$ cat config.mk
export PLATFORM = sky130hd
export DESIGN_NAME = fetch_unit
export DESIGN_NICKNAME = d
export VERILOG_FILES = /design/src/rtl/fetch_unit.sv
export SDC_FILE = /design/constraint.sdc
export NUM_CORES = 1
export LEC_CHECK = 0
export BUFFER_PORTS_ARGS = -buffer_cell sky130_fd_sc_hd__buf_2
export CORE_MARGIN = 2
export CORE_UTILIZATION = 45
export CTS_CLUSTER_DIAMETER = 40
export DETAILED_ROUTE_END_ITERATION = 10
export PLACE_DENSITY = 0.76
export SLEW_MARGIN = 10
export SYNTH_ARGS = -nofsm -noshare
export SYNTH_HDL_FRONTEND = slang
export SYNTH_SLANG_ARGS = --single-unit
export TNS_END_PERCENT = 30
$ cat constraint.sdc
create_clock -name clk -period 2.2 [get_ports clk]
set_input_delay 0.22 -clock clk [delete_from_list [all_inputs] [get_ports clk]]
set_output_delay 0.22 -clock clk [all_outputs]
set_load 0.05 [all_outputs]
$ cat src/rtl/fetch_unit.sv
// -----------------------------------------------------------------------------
// fetch_unit
//   Instruction fetch stage feeding the instruction FIFO. Holds the PC, issues
//   one instruction-memory request at a time (req/gnt, then rvalid), and pushes
//   each {pc, instr} pair into the FIFO. A redirect replaces the PC and causes
//   any response still in flight to be discarded.
//
// Ports
//   clk              clock, all state updates on the rising edge
//   reset            synchronous active-low reset
//   fetch_en         allows a new request to be started from IDLE
//   redirect_valid   single-cycle redirect strobe
//   redirect_pc      redirect target (bits [1:0] forced to zero)
//   imem_req         request valid (high exactly while in REQ)
//   imem_addr        request address, always the current PC
//   imem_gnt         memory accepted the request this cycle
//   imem_rvalid      response valid, at least one cycle after the grant
//   imem_rdata       response instruction word
//   fifo_full        full flag of the downstream instruction FIFO
//   fifo_write_en    registered one-cycle push strobe
//   fifo_write_data  registered {pc, instr}, holds its value between pushes
//   busy             high whenever the FSM is not IDLE
// -----------------------------------------------------------------------------
module fetch_unit #(
  parameter int               XLEN     = 32,
  parameter int               ILEN     = 32,
  parameter logic [XLEN-1:0]  RESET_PC = '0
) (
  input  logic                 clk,
  input  logic                 reset,
  input  logic                 fetch_en,
  input  logic                 redirect_valid,
  input  logic [XLEN-1:0]      redirect_pc,
  output logic                 imem_req,
  output logic [XLEN-1:0]      imem_addr,
  input  logic                 imem_gnt,
  input  logic                 imem_rvalid,
  input  logic [ILEN-1:0]      imem_rdata,
  input  logic                 fifo_full,
  output logic                 fifo_write_en,
  output logic [XLEN+ILEN-1:0] fifo_write_data,
  output logic                 busy
);

  localparam logic [1:0] S_IDLE = 2'd0;
  localparam logic [1:0] S_REQ  = 2'd1;
  localparam logic [1:0] S_WAIT = 2'd2;
  localparam logic [1:0] S_DROP = 2'd3;

  localparam logic [XLEN-1:0] PC_STEP  = {{(XLEN-3){1'b0}}, 3'b100};
  localparam logic [XLEN-1:0] PC_ALIGN = {{(XLEN-2){1'b1}}, 2'b00};

  logic [1:0]           r_state;
  logic [1:0]           w_state_nxt;
  logic [XLEN-1:0]      r_pc;
  logic [XLEN-1:0]      w_pc_nxt;
  logic [XLEN-1:0]      w_redirect_pc;
  logic                 w_push;
  logic                 r_fifo_we;
  logic [XLEN+ILEN-1:0] r_fifo_wdata;

  // Redirect targets are always word aligned.
  assign w_redirect_pc = redirect_pc & PC_ALIGN;

  // Next-state, next-PC and push decision for the fetch FSM
  always_comb begin
    w_state_nxt = r_state;
    w_pc_nxt    = r_pc;
    w_push      = 1'b0;
    case (r_state)
      S_IDLE: begin
        if (redirect_valid) begin
          w_pc_nxt = w_redirect_pc;
        end else if (fetch_en && !fifo_full && !r_fifo_we) begin
          // r_fifo_we covers a push the FIFO full flag cannot show yet.
          w_state_nxt = S_REQ;
        end else begin
          w_state_nxt = S_IDLE;
        end
      end
      S_REQ: begin
        if (redirect_valid) begin
          w_pc_nxt = w_redirect_pc;
          // Granted together with a redirect: the response is stale.
          w_state_nxt = imem_gnt ? S_DROP : S_IDLE;
        end else if (imem_gnt) begin
          w_state_nxt = S_WAIT;
        end else begin
          w_state_nxt = S_REQ;
        end
      end
      S_WAIT: begin
        if (redirect_valid) begin
          // Redirect wins over a response arriving in the same cycle.
          w_pc_nxt    = w_redirect_pc;
          w_state_nxt = imem_rvalid ? S_IDLE : S_DROP;
        end else if (imem_rvalid) begin
          w_push      = 1'b1;
          w_pc_nxt    = r_pc + PC_STEP;
          w_state_nxt = S_IDLE;
        end else begin
          w_state_nxt = S_WAIT;
        end
      end
      S_DROP: begin
        if (redirect_valid) begin
          w_pc_nxt = w_redirect_pc;
        end else begin
          w_pc_nxt = r_pc;
        end
        // The stale response ends the transaction even if a redirect arrives.
        if (imem_rvalid) begin
          w_state_nxt = S_IDLE;
        end else begin
          w_state_nxt = S_DROP;
        end
      end
      default: begin
        w_state_nxt = S_IDLE;
      end
    endcase
  end

  // FSM state, PC and registered FIFO push outputs
  always_ff @(posedge clk) begin
    if (!reset) begin
      r_state      <= S_IDLE;
      r_pc         <= RESET_PC;
      r_fifo_we    <= 1'b0;
      r_fifo_wdata <= '0;
    end else begin
      r_state   <= w_state_nxt;
      r_pc      <= w_pc_nxt;
      r_fifo_we <= w_push;
      if (w_push) begin
        r_fifo_wdata <= {r_pc, imem_rdata};
      end else begin
        r_fifo_wdata <= r_fifo_wdata;
      end
    end
  end

  assign imem_req        = (r_state == S_REQ);
  assign imem_addr       = r_pc;
  assign busy            = (r_state != S_IDLE);
  assign fifo_write_en   = r_fifo_we;
  assign fifo_write_data = r_fifo_wdata;

endmodule

==> impl_metrics.ini <==
[outcome]
run_status = completed

[floorplan]
num_rows = 35
fp.dieArea_um2 = 10300
die-height_um = 101
die_width_um = 101
initial_utilization = 0.462
floorplan.core_area_um2 = 9240
floorplan.io_pins = 170

[setup_path]
critical_path.cell_chain = nand3_2 > or4_4 > or4_1 > a311oi_1
slowest_delay_ns = 0.63
critPathKind = reg2reg
crit_required_ns = 2.46
worstPathMaxFanout = 8
cp.arrival_ns = 2.33
cp-start-kind = flip-flop
setup.worst_path.end_class = flip-flop
cp_slowest_cell = or4_4

[cells_and_area]
drive_gt1_frac = 0.327
fillerInstances = 889
post_route_standard_cell_area_excluding_fillers_um2 = 5480
final-seq-area_um2 = 1920
antenna-diode-count = 0
num-nets-final = 774
multi_input_logic_area_um2 = 2170
area_growth_syn_to_layout_pct = 28.3
fin_util = 0.593

[placement]
placement.setup.worst_slack_ns = 0.0932
dp_hpwl_um = 9350
placedInstanceArea_um2 = 5260
finalWeightedCongestion = 0.932
place.port_buffers = 163

[cts]
path_clk_slew_ns = 0.11
cts_tree = built
htree_num_levels = 3
cts_buffer_depth = 2
worst_skew_pair.late_latency_ns = 0.36
cts-resized-gates = 0
postCtsSetupBuffers = 0
tritoncts.num_buffers = 9
cts.sink_count = 95
number_of_hold_buffers_added_after_cts = 0
ctsRootBufferMaster = clkbuf_8

[timing]
setup_clock_skew_after_layout_ns = 0.0132
finalCritPeriodShare = 0.938
finalMaxSlewViolations = 0
final_hold_viol_count = 0
grt_setup_unrepaired = false
final.min_clock_period_ns = 2.06
max_freq_mhz = 485
setup_total_negative_slack_ns = 0
worstMarginPinSlew_ns = 0.672
timing.final.ws_setup_ns = 0.137
count_of_endpoints_failing_setup_in_the_final_report = 0
worst_slew_margin_rel = 0.548

[drt]
drt-pass1-iter-count = 5
dr.first_iter.drc_count = 418
route.detailed.drc = 0
viasPerCell = 5.53
antenna_left = 0
routed_wirelength_um = 12900
wl_per_cell_um = 15.4
vias = 4619

[logic_synthesis]
yosysTopAreaCell = dfxtp_1
synthesized_area_um2 = 4270
yosys.cell_count.top_type = nand2_1
netlist_top_cells_count = nand2_1 (148), dfxtp_1 (95), a21oi_1 (74)
yosys-top-cells-area = dfxtp_1 (45%), nand2_1 (13%), a21oi_1 (8.7%)
yosysSeqAreaShare = 0.445
netlist-cell-type-count = 64
synth.ff_latch_count = 95
synth-edff-count = 0
synth-warning-count = 0
synth_top_flop_cell = dfxtp_1
post_synth_inst_count = 549
synthDominantCellAreaShare = 0.445
async_reset_ff_frac = 0
syn_avg_cell_area_um2 = 7.78

[global_route]
pin_count_of_the_biggest_net_entering_global_routing = 34
grt_first_pass_wirelength_um = 20300
global_route.usage.total = 0.245
grt_pass1_vias = 4148
grt_antenna_before_repair = 0
grt.overflow.total = 0

[hold_path]
holdCritPathClass = in2reg

[power]
highest_ir_drop_seen_on_vdd_mv = 0.387
power_density_nw_per_um2 = 642
power_leakage_nw = 2.25
report.power.total_mw = 3.51

[run]
cap_violations = 0
-- registers in the layout, summed over array words and instances (netlist names) --
register and count:
fifo_write_data 62, fifo_write_en 1, r_state 2, imem_addr 30
-- stage by stage --
step / instances / hold slack (ns)
2_1_floorplan: 552 / 0.356
3_3_place_gp: 820 / 0.439
3_5_place_dp: 820 / 0.443
4_1_cts: 836 / 0.0639
5_1_grt: 836 / 0.0713
6_report: 836 / 0.0815
-- worst max-delay path, delay by kind of cell (launching register included) --
kind            cells  cell delay, ns
compound gates      1            0.26
flops               1            0.41
simple gates        3            1.31
-- routing by layer --
metal / share of wire / track usage / up-vias
met5: 0 / 0 / -
met2: 0.48 / 0.393 / 187
met3: 0.064 / 0.0373 / 24
li1: - / - / 2240
met1: 0.44 / 0.330 / 2168
met4: 0.023 / 0.0998 / 0
-- power by group --
group | switching (mW) | total, mW | internal (mW)
registers | 0.0665 | 1.83 | 1.76
clock network | 0.668 | 1.22 | 0.552
logic | 0.318 | 0.463 | 0.146
-- layout make-up --
type | instances | area share
Tap cell | 129 | 0.0295
Sequential cell | 95 | 0.351
Clock buffer | 9 | 0.0226
Inverter | 6 | 0.00411
Clock inverter | 7 | 0.0155
Timing Repair Buffer | 185 | 0.181
Multi-Input combinational cell | 405 | 0.396
-- cell usage in the layout (no fill, tap or decap), types with 3 or more instances in the layout --
cell	netlist	layout
o22ai_1	4	4
o21ai_1	5	5
inv_8	0	3
o31ai_1	6	6
inv_1	4	4
o21ai_0	9	9
nor4_1	8	8
conb_1	1	4
o211ai_1	4	4
clkbuf_8	0	9
nand3_1	15	15
o31a_1	3	3
a31oi_1	8	8
buf_2	4	163
a211oi_1	4	4
nor2_1	19	19
dfxtp_2	0	16
a22oi_1	4	4
buf_4	4	21
nand2_1	148	147
xnor2_1	4	4
or3_1	6	5
or4_1	9	8
a311oi_1	6	6
a21oi_1	74	74
o21a_1	3	3
and3_1	5	5
nand4_1	7	7
nor3_1	7	7
dfxtp_1	95	79
-- kinds of logic after synthesis --
group	share of synthesized area
other	0.000878
buffers and inverters	0.0569
adder cells (fa/ha/maj)	0.00293
AO/OA/AOI/OAI	0.207
AND/OR/NAND/NOR	0.274
XOR/XNOR	0.00821
flip-flops	0.445
multiplexers	0.00469
-- path summary, 6_finish.rpt --
check                           slack, ns                                to  cells after the start                        startpoint
worst min register to register       0.46  fifo_write_data[55]$_SDFFE_PN0P_                      2  fifo_write_data[55]$_SDFFE_PN0P_
worst min-delay path                 0.08  fifo_write_data[14]$_SDFFE_PN0P_                      3                    imem_rdata[14]
worst max register to register       0.14        imem_addr[22]$_SDFFE_PN0P_                      4         imem_addr[7]$_SDFFE_PN0P_
worst max-delay path                 0.14        imem_addr[22]$_SDFFE_PN0P_                      4         imem_addr[7]$_SDFFE_PN0P_
No activity file was read; power rests on OpenSTA's default activity.
